$ cat config.mk
export PLATFORM = sky130hd
export DESIGN_NAME = dds_wave_meter
export DESIGN_NICKNAME = d
export VERILOG_FILES = /design/src/rtl/dds_wave_meter_pkg.sv /design/src/rtl/dds_wave_meter_xdet.sv /design/src/rtl/dds_wave_meter.sv
export SDC_FILE = /design/constraint.sdc
export NUM_CORES = 1
export LEC_CHECK = 0
export ABC_AREA = 0
export CAP_MARGIN = 10
export CELL_PAD_IN_SITES_DETAIL_PLACEMENT = 1
export CELL_PAD_IN_SITES_GLOBAL_PLACEMENT = 2
export CORE_UTILIZATION = 35
export CTS_BUF_LIST = sky130_fd_sc_hd__clkbuf_16
export DETAILED_ROUTE_END_ITERATION = 10
export PLACE_DENSITY_LB_ADDON = 0.2
export RECOVER_POWER = 100
export REMOVE_ABC_BUFFERS = 1
export SETUP_SLACK_MARGIN = 0.2
export SLEW_MARGIN = 15
export SYNTH_ARGS = -nofsm -noshare
export SYNTH_HDL_FRONTEND = slang
export SYNTH_SLANG_ARGS = --single-unit
$ cat constraint.sdc
create_clock -name clk -period 2.8 [get_ports clk]
set_input_delay 0.42 -clock clk [delete_from_list [all_inputs] [get_ports clk]]
set_output_delay 0.42 -clock clk [all_outputs]
set_load 0.01 [all_outputs]
$ cat src/rtl/dds_wave_meter_pkg.sv
// Shared constants for the DDS sample-stream meter: sample format and FSM state encodings.
package dds_wave_meter_pkg;

  localparam int unsigned DDS_DATA_W = 8;
  localparam int unsigned DDS_MID    = 2 ** (DDS_DATA_W - 1);

  localparam logic [0:0] ST_SYNC = 1'b0;
  localparam logic [0:0] ST_MEAS = 1'b1;

endpackage

$ cat src/rtl/dds_wave_meter_xdet.sv
// Hysteresis crossing detector: registered LO/HI comparator state and combinational rise flag.
module dds_wave_meter_xdet #(
  parameter int unsigned DATA_W = 8,
  parameter int unsigned HYST   = 8
) (
  input  logic              clk,
  input  logic              rstn,
  input  logic [DATA_W-1:0] din,
  input  logic              din_vld,
  output logic              hi,
  output logic              rise
);

  localparam int unsigned        Mid  = 2 ** (DATA_W - 1);
  localparam logic [DATA_W-1:0] ThHi = DATA_W'(Mid + HYST);
  localparam logic [DATA_W-1:0] ThLo = DATA_W'(Mid - HYST);

  logic hi_q, hi_d;

  always_comb begin
    hi_d = hi_q;
    rise = 1'b0;
    if (din_vld) begin
      if (!hi_q && (din >= ThHi)) begin
        hi_d = 1'b1;
        rise = 1'b1;
      end else if (hi_q && (din <= ThLo)) begin
        hi_d = 1'b0;
      end
    end
  end

  always_ff @(posedge clk or negedge rstn) begin
    if (!rstn) begin
      hi_q <= 1'b0;
    end else begin
      hi_q <= hi_d;
    end
  end

  assign hi = hi_q;

endmodule

$ cat src/rtl/dds_wave_meter.sv
// Measures averaged period and per-window peak max/min of a DDS sample stream.
module dds_wave_meter
  import dds_wave_meter_pkg::*;
#(
  parameter int unsigned DATA_W    = DDS_DATA_W,
  parameter int unsigned CNT_W     = 24,
  parameter int unsigned HYST      = 8,
  parameter int unsigned LOG2_NPER = 2,
  parameter int unsigned TIMEOUT   = 1048576
) (
  input  logic              clk,
  input  logic              rstn,
  input  logic [DATA_W-1:0] din,
  input  logic              din_vld,
  output logic [CNT_W-1:0]  period,
  output logic [DATA_W-1:0] vmax,
  output logic [DATA_W-1:0] vmin,
  output logic              meas_vld,
  output logic              no_signal
);

  localparam int unsigned NPER = 2 ** LOG2_NPER;
  localparam int unsigned TO_W = $clog2(TIMEOUT + 1);
  localparam logic [LOG2_NPER-1:0] ECNT_LAST = LOG2_NPER'(NPER - 1);
  localparam logic [TO_W-1:0]      TO_MAX    = TO_W'(TIMEOUT);
  localparam logic [TO_W-1:0]      TO_LAST   = TO_W'(TIMEOUT - 1);

  logic              st_q, st_d;
  logic [CNT_W-1:0]  sum_q, sum_d;
  logic [LOG2_NPER-1:0] ecnt_q, ecnt_d;
  logic [DATA_W-1:0] trk_max_q, trk_max_d;
  logic [DATA_W-1:0] trk_min_q, trk_min_d;
  logic [CNT_W-1:0]  period_q, period_d;
  logic [DATA_W-1:0] vmax_q, vmax_d;
  logic [DATA_W-1:0] vmin_q, vmin_d;
  logic              meas_vld_q, meas_vld_d;
  logic              no_signal_q, no_signal_d;
  logic [TO_W-1:0]   to_q, to_d;

  logic              cmp_hi;
  logic              rise;
  logic [CNT_W-1:0]  sum_inc;
  logic [CNT_W:0]    sum_p1;

  dds_wave_meter_xdet #(
    .DATA_W (DATA_W),
    .HYST   (HYST)
  ) u_xdet (
    .clk     (clk),
    .rstn    (rstn),
    .din     (din),
    .din_vld (din_vld),
    .hi      (cmp_hi),
    .rise    (rise)
  );

  // Sum saturates; the window total is sum+1 because the closing edge sample belongs to it.
  assign sum_inc = (sum_q == {CNT_W{1'b1}}) ? sum_q : sum_q + 1'b1;
  assign sum_p1  = {1'b0, sum_q} + 1'b1;

  always_comb begin
    st_d        = st_q;
    sum_d       = sum_q;
    ecnt_d      = ecnt_q;
    trk_max_d   = trk_max_q;
    trk_min_d   = trk_min_q;
    period_d    = period_q;
    vmax_d      = vmax_q;
    vmin_d      = vmin_q;
    meas_vld_d  = 1'b0;
    no_signal_d = no_signal_q;
    to_d        = to_q;

    if (din_vld) begin
      if (rise) begin
        to_d = '0;
      end else if (to_q != TO_MAX) begin
        to_d = to_q + 1'b1;
      end

      case (st_q)
        ST_SYNC: begin
          if (rise) begin
            sum_d     = '0;
            ecnt_d    = '0;
            trk_max_d = din;
            trk_min_d = din;
            st_d      = ST_MEAS;
          end
        end
        default: begin
          if (rise && (ecnt_q == ECNT_LAST)) begin
            period_d    = CNT_W'(sum_p1 >> LOG2_NPER);
            vmax_d      = trk_max_q;
            vmin_d      = trk_min_q;
            meas_vld_d  = 1'b1;
            no_signal_d = 1'b0;
            sum_d       = '0;
            ecnt_d      = '0;
            trk_max_d   = din;
            trk_min_d   = din;
          end else begin
            sum_d = sum_inc;
            if (rise) begin
              ecnt_d = ecnt_q + 1'b1;
            end
            if (din > trk_max_q) begin
              trk_max_d = din;
            end
            if (din < trk_min_q) begin
              trk_min_d = din;
            end
          end
        end
      endcase

      // Timeout fires once, on the sample that brings the counter to TIMEOUT.
      if (!rise && (to_q == TO_LAST)) begin
        no_signal_d = 1'b1;
        st_d        = ST_SYNC;
      end
    end
  end

  always_ff @(posedge clk or negedge rstn) begin
    if (!rstn) begin
      st_q        <= ST_SYNC;
      sum_q       <= '0;
      ecnt_q      <= '0;
      trk_max_q   <= '0;
      trk_min_q   <= '0;
      period_q    <= '0;
      vmax_q      <= '0;
      vmin_q      <= '0;
      meas_vld_q  <= 1'b0;
      no_signal_q <= 1'b0;
      to_q        <= '0;
    end else begin
      st_q        <= st_d;
      sum_q       <= sum_d;
      ecnt_q      <= ecnt_d;
      trk_max_q   <= trk_max_d;
      trk_min_q   <= trk_min_d;
      period_q    <= period_d;
      vmax_q      <= vmax_d;
      vmin_q      <= vmin_d;
      meas_vld_q  <= meas_vld_d;
      no_signal_q <= no_signal_d;
      to_q        <= to_d;
    end
  end

  assign period    = period_q;
  assign vmax      = vmax_q;
  assign vmin      = vmin_q;
  assign meas_vld  = meas_vld_q;
  assign no_signal = no_signal_q;

endmodule
==> results.yml, run 1 <==
logic_synthesis:
  ys_seq_area_share_pct: 48.96
  synthCells: 546
  synth_top_family_by_area: "compound AO/OA/AOI/OAI gates"
  synth-simple-area-share_pct: 17.78
  synth_compound_area_share_pct: 17.99
  syn_area_um2: 5418
  postSynth.asyncResetShare_pct: 100.0
  synth_seq_cells: 106
  ys_warn_count: 0
  synth_mux_area_share_pct: 4.134
  netlist-cell-type-count: 52
  synthXorXnorAreaFrac_pct: 2.587
  synth_edf_count: 0
  synth_fa_ha_area_share_pct: 4.388
  synthFlopType: "dfrtp_1"
  syn_area_per_cell_um2: 9.923
drt:
  vias: 4355
  routed_via_density: 5.457
  drtPass1Iterations: 5
  first_iter_violations: 227
  routed_wl_um: 13600
  drtAntennaViolNets: 0
  avgRoutedWirePerCell_um: 17.05
  drc: 0
worst_setup_path:
  slowest_stage: "dlygate4sd3_1"
  cp-start-kind: "input pin"
  crit_family: "buffers and inverters"
  critPathRequiredTime_ns: 3.04
  cp.arrival_ns: 2.83
  max_stage_delay_ns: 0.61
  path_cells: "dlygate4sd3_1, ha_1, and3_1, a2111oi_0, a21oi_1, a211oi_2, buf_4, mux2_2"
  path_buf_inv: 2
  crit_type: "in2reg"
  setup.worst_path.end_class: "flip-flop"
  crit_fanout: 8
floorplan:
  dieArea_um2: 15980
  die_h_um: 126.4
  die_w_um: 126.4
  io_pins: 53
  rows: 45
  start_util_pct: 35.77
  coreArea_um2: 15150
layout:
  area_growth_pct: 22.06
  diodes: 0
  design_area_um2: 6613
  fin_util_pct: 43.66
  nets: 637
  drive_gt1_share_pct: 10.82
  num-fill-cells: 1676
timing:
  timing.hold.ws_ns: 0.4744
  final.period_utilization_pct: 92.53
  skew_ns: 0.01016
  fmax_mhz: 386.0
  fin_setup_tns_ns: 0
  worst_slew_pin_slew_ns: 2.157
  finalWorstSetupSlack_ns: 0.2092
  layout_min_cycle_time_ns: 2.591
  slew_viol_final: 38
  rsz0062_at_grt: "false"
  slew_headroom_pct: -43.82
  hold_viol: 0
  setup_viol: 0
global_route:
  grt_max_degree: 47
  use_met3_pct: 4.386
  grtUsageTotal_pct: 18.64
  grt_antenna_before_repair: 0
  top_usage_layer: "met2"
  grt_pass1_vias: 4541
  use_met2_pct: 31.72
  grt_overflow: 0
  met1_usage_pct: 23.79
  grt_pass1_wl_um: 23380
outcome:
  violations: "max-capacitance violations, max-slew violations"
  status: "finished, violations left"
run:
  cap_violations: 1
clocking:
  cts_buffers: 9
  path_clk_slew_ns: 0.07
  cts_max_path_buffers: 2
  cts_tree: "yes"
  insertion_delay_ns: 0.36
  cts_num_sinks: 106
  cts_resized: 0
  holdBufCountCts: 0
  cts_setup_buffers: 0
  cts-root-buf: "clkbuf_16"
  htree_levels: 3
placed_design:
  port_buffers: 51
  gp_congestion: 0.7841
  place_ws_ns: -0.03025
  dp_hpwl_um: 9760
  dpl_cell_area_um2: 6294
power_and_ir_drop:
  vdd_drop_max_v: 0.0003786
  p_per_area_nw_per_um2: 752.5
  cellLeakagePower_nw: 3.165
hold_path:
  hold_class: "reg2reg"
==> final timing paths <==
kind	start	to	slack (ns)	cells after the start
worst max-delay path	din[6]	trk_min_q[3]	0.21	8
worst min-delay path	no_signal	no_signal	0.47	1
worst max register to register	trk_min_q[7]	trk_min_q[3]	0.45	8
worst min register to register	no_signal	no_signal	0.47	1
max in group asynchronous	rstn	period[13]	0.79	2
min in group asynchronous	rstn	vmax[0]	0.68	1
==> per-stage QoR <==
stage                     std cells  total power, mW
after global placement          784            3.490
final                           798            4.976
after CTS                       798            5.120
after global routing            798            5.299
after floorplan                 516            2.851
after detailed placement        784            3.559
==> Yosys cell counts (5+ instances only) <==
cell | n | share of area, %
a211o_1 | 10 | 1.6
a21o_1 | 18 | 2.5
a21oi_1 | 35 | 3.2
a31oi_1 | 10 | 1.2
and3_1 | 17 | 2.0
buf_2 | 15 | 1.4
clkbuf_1 | 12 | 0.83
dfrtp_1 | 106 | 49
ha_1 | 19 | 4.4
inv_1 | 23 | 1.6
mux2_2 | 19 | 3.9
nand2_1 | 54 | 3.7
nand2b_1 | 5 | 0.58
nand3_1 | 15 | 1.4
nand4_1 | 20 | 2.3
nor2_1 | 10 | 0.69
nor3_1 | 17 | 1.6
nor4_1 | 5 | 0.58
o21ai_0 | 48 | 4.4
o31ai_1 | 8 | 1.1
or3_1 | 14 | 1.6
or4_1 | 7 | 0.97
xnor2_1 | 5 | 0.81
xor2_1 | 11 | 1.8
==> registers in the layout (all words and copies together), names as in the netlist <==
| register | cells |
|---|---|
| ecnt_q | 2 |
| meas_vld | 1 |
| no_signal | 1 |
| period | 23 |
| st_q | 1 |
| sum_q | 24 |
| to_q | 21 |
| trk_max_q | 8 |
| trk_min_q | 8 |
| u_xdet.hi | 1 |
| vmax | 8 |
| vmin | 8 |
==> cells by family (layout without fill, tap and decap cells) <==
kind of cell / Yosys count / count (layout)
AND/OR/NAND/NOR: 181 / 181
AO/OA/AOI/OAI: 150 / 150
flip-flops: 106 / 106
buffers and inverters: 53 / 117
multiplexers: 20 / 20
adder cells (fa/ha/maj): 19 / 19
XOR/XNOR: 16 / 16
other: 1 / 1
==> cell usage in the layout (no fill, tap or decap), drive strengths merged, types with 3 or more instances in the layout <==
| cell | netlist | routed |
|---|---|---|
| a211o | 10 | 10 |
| a21o | 18 | 18 |
| a21oi | 36 | 36 |
| a31oi | 10 | 10 |
| and3 | 17 | 17 |
| and4 | 4 | 4 |
| buf | 18 | 25 |
| bufinv | 0 | 4 |
| clkbuf | 12 | 14 |
| clkdlybuf4s50 | 0 | 8 |
| dfrtp | 106 | 106 |
| dlygate4sd3 | 0 | 42 |
| ha | 19 | 19 |
| inv | 23 | 23 |
| mux2 | 19 | 19 |
| nand2 | 54 | 54 |
| nand2b | 5 | 5 |
| nand3 | 16 | 16 |
| nand4 | 20 | 20 |
| nor2 | 10 | 10 |
| nor2b | 3 | 3 |
| nor3 | 17 | 17 |
| nor3b | 3 | 3 |
| nor4 | 5 | 5 |
| o211ai | 4 | 4 |
| o21ai | 49 | 49 |
| o31ai | 9 | 9 |
| or3 | 14 | 14 |
| or4 | 7 | 7 |
| xnor2 | 5 | 5 |
| xor2 | 11 | 11 |
==> layout make-up <==
cell class                      instances  area (µm²)  share of cell area [%]
Sequential cell                       106        2653                   40.11
Multi-Input combinational cell        387        2526                   38.20
Clock buffer                            9       225.2                   3.406
Clock inverter                          5       128.9                   1.949
Tap cell                              188       235.2                   3.557
Inverter                               23       86.33                   1.306
Timing Repair Buffer                   80       758.2                   11.47
==> power breakdown <==
part	switching, mW	internal [mW]
combinational	0.658	0.685
sequential	0.240	1.86
clock	0.579	0.957
==> layer usage <==
layer / wire length (µm) / up-vias
li1: - / 2107
met1: 6356 / 2183
met2: 6723 / 55
met3: 385 / 10
met4: 137 / 0
met5: 0 / -
No activity file was read; power rests on OpenSTA's default activity.
==> inputs of run 2 (changes only) <==
Settings changed: CORE_MARGIN from default to 2.
==> results.yml, run 2 (synthesis gave the netlist of run 1 again) <==
power_and_ir_drop:
  intPower_mw: 3.219
  cellLeakagePower_nw: 3.137
  p_sw_share_pct: 31.58
  vdd_drop_max_v: 0.0003173
  p_per_area_nw_per_um2: 722.6
  clockPowerShare_pct: 27.0
  p_seq_share_pct: 44.5
  p_switching_mw: 1.486
  combinationalPowerShare_pct: 28.5
layout:
  diodes: 0
  num-fill-cells: 1714
  top_register: "sum_q"
  final_common_cell: "dfrtp_1"
  drive_gt1_share_pct: 10.31
  largest_reg_flops: 24
  layoutNonFillerInstCount: 799
  regArea_um2: 2653
  nets: 636
  area_growth_pct: 20.18
  final_cell_mix: "106 x dfrtp_1, 54 x nand2_1, 49 x o21ai_0"
  multi_input_area_um2: 2509
placed_design:
  dp.cells: 783
  dp_hpwl_um: 9820
  port_buffers: 51
  gp_congestion: 0.8019
clocking:
  cts_tree: "yes"
  cts_max_path_buffers: 2
  holdBufCountCts: 0
  cts_buffers: 9
  cts-root-buf: "clkbuf_16"
  cts_num_sinks: 106
  cts_resized: 0
  path_clk_slew_ns: 0.07
  cts_setup_buffers: 0
  htree_levels: 3
  insertion_delay_ns: 0.36
floorplan:
  dieArea_um2: 16490
  die_h_um: 128.4
  io_pins: 53
  start_util_pct: 35.77
  die_w_um: 128.4
  coreArea_um2: 15150
  rows: 45
drt:
  routed_via_density: 5.506
  avgRoutedWirePerCell_um: 17.42
  drtAntennaViolNets: 0
  routed_wl_um: 13920
  drtPass1Iterations: 4
  drc: 0
  vias: 4399
  first_iter_violations: 146
timing:
  worst_slew_pin_slew_ns: 1.238
  skew_ns: 0.008089
  layout_min_cycle_time_ns: 2.621
  fin_setup_tns_ns: 0
  fmax_mhz: 381.5
  rsz0062_at_grt: "false"
  slew_headroom_pct: 17.46
  slew_viol_final: 0
  setup_viol: 0
  hold_viol: 0
  final.period_utilization_pct: 93.62
worst_setup_path:
  critPathRequiredTime_ns: 3.05
  setup.worst_path.end_class: "flip-flop"
  timing.rr.start: "trk_min_q[7]"
  cp-start-kind: "input pin"
  path_cells: "clkdlybuf4s50_1, ha_1, and3_1, a2111oi_0, a21oi_1, a211oi_2, clkbuf_2, mux2_2"
  crit_fanout: 8
  slowest_stage: "clkdlybuf4s50_1"
  crit_type: "in2reg"
  r2r_end: "trk_min_q[4]"
  startpoint: "din[6]"
  max_stage_delay_ns: 0.48
  cp.arrival_ns: 2.87
  cp-endpoint: "trk_min_q[4]"
  r2r_slack_ns: 0.29
  reg2reg_depth: 8
global_route:
  grt_antenna_before_repair: 0
  grt_pass1_wl_um: 23380
  grt_max_degree: 63
  grtUsageTotal_pct: 18.00
  grt_overflow: 0
  grt_pass1_vias: 4599
outcome:
  status: "finished, final reports clean"
run:
  cap_violations: 0
hold_path:
  hold_class: "in2async"
run 2: changes by cell type in the layout (fill, tap and decap cells not counted), sizes merged:
| cell | delta |
|---|---|
| buf | -5 |
| clkbuf | +4 |
| bufinv | -3 |
| inv | +3 |
| clkinv | +2 |
| clkdlybuf4s50 | +1 |
| dlygate4sd3 | -1 |
run 2: stage by stage:
stage | hold WS (ns) | utilization (%) | cell area, µm² | setup slack (ns) | power [mW]
after floorplan | 0.1244 | - | 5283 | 0.05169 | 2.851
after global placement | 0.4543 | 41.59 | 6299 | -0.0004201 | 3.495
after detailed placement | 0.4676 | 41.59 | 6299 | -0.06952 | 3.570
after CTS | 0.09987 | 43.48 | 6585 | 0.3115 | 4.870
after global routing | 0.4252 | 42.99 | 6511 | 0.1314 | 5.014
final | 0.3117 | 42.99 | 6511 | 0.1787 | 4.705
run 2: cell type report:
class                      instances  share of cell area, %
inverter                          23                  1.326
timing repair buffer              79                  11.40
sequential                       106                  40.74
clock inverter                     7                 0.9416
tap                              188                  3.613
multi-input combinational        387                  38.53
clock buffer                       9                  3.459
run 2: worst min-delay path by stage:
stage / slack, ns / cells after the start / from / endpoint
6_report: 0.31 / 1 / rstn / vmax[3]
5_1_grt: 0.43 / 1 / rstn / vmax[3]
3_5_place_dp: 0.47 / 2 / ecnt_q[1] / ecnt_q[1]
3_3_place_gp: 0.45 / 2 / ecnt_q[1] / ecnt_q[1]
4_1_cts: 0.1 / 1 / rstn / vmax[3]
2_1_floorplan: 0.12 / 0 / rstn / ecnt_q[0]
run 2: metal layers:
layer | routed length, µm | global-route usage (%)
met2 | 6683 | 29.72
met3 | 271 | 2.412
met4 | 231 | 6.787
met5 | 0 | 0
met1 | 6735 | 24.23
run 2: worst max-delay path, delay by kind of cell:
| family | cells | cell delay [ns] |
|---|---|---|
| muxes | 1 | 0.36 |
| and+or+nand+nor | 1 | 0.17 |
| buffers and inverters | 2 | 0.72 |
| adders and majority gates | 1 | 0.34 |
| AOI/OAI and AO/OA | 3 | 0.84 |
run 2: power by group through the flow:
stage | clock network, mW | logic [mW] | registers, mW
floorplan | 0 | 0.711 | 2.14
global placement | 0 | 1.37 | 2.12
detailed placement | 0 | 1.43 | 2.14
CTS | 1.31 | 1.45 | 2.11
global route | 1.36 | 1.50 | 2.15
finish | 1.27 | 1.34 | 2.09
==> inputs of run 3 (changes only) <==
Settings changed: GPL_TIMING_DRIVEN from default to 0.
Clock period 2.8 ns to 3.35 ns, I/O delays scaled along.
==> results.yml, run 3 (synthesis gave the netlist of run 1 again) <==
floorplan:
  start_util_pct: 35.77
  die_w_um: 128.4
  coreArea_um2: 15150
  io_pins: 53
  rows: 45
  die_h_um: 128.4
  dieArea_um2: 16490
layout:
  final_cell_mix: "106 x dfrtp_1, 54 x nand2_1, 48 x o21ai_0"
  design_area_um2: 6407
  diodes: 0
  layoutNonFillerInstCount: 775
  top_register: "sum_q"
  num-fill-cells: 1686
  fin_util_pct: 42.30
  nets: 613
  drive_gt1_share_pct: 7.836
  regArea_um2: 2653
  area_growth_pct: 18.27
  largest_reg_flops: 24
  multi_input_area_um2: 2570
  final_common_cell: "dfrtp_1"
drt:
  routed_wl_um: 13610
  drtAntennaViolNets: 0
  routed_via_density: 5.609
  avgRoutedWirePerCell_um: 17.56
  vias: 4347
  drc: 0
  first_iter_violations: 222
  drtPass1Iterations: 4
clocking:
  cts_buffers: 9
  htree_levels: 3
  holdBufCountCts: 0
  cts_num_sinks: 106
  insertion_delay_ns: 0.35
  cts_max_path_buffers: 2
  path_clk_slew_ns: 0.07
  cts_tree: "yes"
  cts-root-buf: "clkbuf_16"
placed_design:
  gp_congestion: 0.7586
  dp.cells: 757
  dpl_cell_area_um2: 6091
  dp_hpwl_um: 8877
  place_ws_ns: -0.8769
  port_buffers: 51
timing:
  setup_viol: 0
  finalWorstSetupSlack_ns: 0.3228
  worst_slew_pin_slew_ns: 2.208
  slew_viol_final: 37
  layout_min_cycle_time_ns: 3.027
  timing.hold.ws_ns: 0.4725
  skew_ns: 0.005472
  hold_viol: 0
  final.period_utilization_pct: 90.36
  rsz0062_at_grt: "false"
  fin_setup_tns_ns: 0
  slew_headroom_pct: -47.19
  fmax_mhz: 330.3
power_and_ir_drop:
  vdd_drop_max_v: 0.0002378
  intPower_mw: 2.716
  p_sw_share_pct: 30.98
  combinationalPowerShare_pct: 27.2
  p_switching_mw: 1.219
  clockPowerShare_pct: 28.5
  p_per_area_nw_per_um2: 614.1
  cellLeakagePower_nw: 3.039
  p_seq_share_pct: 44.3
  total_power_mw: 3.935
outcome:
  status: "finished, violations left"
  violations: "max-capacitance violations, max-slew violations"
global_route:
  grt_pass1_wl_um: 23160
  grt_pass1_vias: 4602
  grt_antenna_before_repair: 0
  grt_overflow: 0
  grtUsageTotal_pct: 17.67
  grt_max_degree: 71
worst_setup_path:
  setup.worst_path.end_class: "flip-flop"
  r2r_slack_ns: 0.81
  reg2reg_depth: 4
  cp.arrival_ns: 3.26
  cp-start-kind: "input pin"
  timing.rr.start: "st_q"
  crit_type: "in2reg"
  r2r_end: "trk_max_q[5]"
  crit_fanout: 8
  critPathRequiredTime_ns: 3.59
  startpoint: "din[6]"
  cp-endpoint: "trk_max_q[5]"
run:
  cap_violations: 1
hold_path:
  hold_class: "reg2reg"
==> run 3: cell types whose count changed in the layout (fill, tap and decap cells not counted), moves of 2 or more <==
cell / before / now
buf_4: 16 / 2
nand3_4: 0 / 2
clkdlybuf4s50_1: 9 / 7
dlygate4sd3_1: 41 / 43
clkbuf_2: 3 / 0
clkinv_2: 3 / 1
buf_12: 4 / 0
clkbuf_1: 5 / 1
==> run 3: per-layer routing <==
metal	vias to the layer above	share of wire [%]	GRT usage [%]	wire [µm]
met5	-	0	0	0
met4	0	1.2	5.430	158
met3	11	2.2	2.786	296
met2	44	50	30.44	6767
met1	2224	47	22.94	6388
li1	2068	-	-	-
==> run 3: repair_timing <==
| action | in CTS | in global routing |
|---|---|---|
| hold endpoints to repair | 0 | 0 |
| setup buffers | 0 | 2 |
| endpoints found under the setup margin | 41 | 18 |
| gates cloned | 1 | 0 |
| gates resized for setup | 3 | 1 |
| pin swaps | 1 | 1 |
==> run 3: how the worst min path moves through the flow <==
stage,startpoint,end,slack [ns],cells after the start
finish,period[8],period[8],0.47,1
global route,period[8],period[8],0.48,1
CTS,rstn,vmax[1],0.05,1
detailed placement,rstn,vmax[1],0.43,1
global placement,ecnt_q[1],ecnt_q[1],0.45,2
floorplan,rstn,ecnt_q[0],0.21,0
==> run 3: power groups by stage <==
stage               sequential, mW  clock, mW  combinational, mW
global route                  1.79       1.21               1.21
CTS                           1.75       1.16               1.14
detailed placement            1.78          0               1.12
floorplan                     1.79          0              0.594
finish                        1.74       1.12               1.07
global placement              1.76          0               1.07
==> run 3: layout make-up <==
cell class | instances | share of cell area [%]
Clock inverter | 6 | 1.191
Sequential cell | 106 | 41.40
Clock buffer | 9 | 3.515
Timing Repair Buffer | 55 | 8.768
Tap cell | 188 | 3.671
Multi-Input combinational cell | 388 | 40.11
Inverter | 23 | 1.347
==> run 3: worst max-delay path, stage by stage <==
cell	delay (ns)
dlygate4sd3_1	0.64
or4_1	0.69
o211a_1	0.28
o311ai_2	0.73
mux2_2	0.42
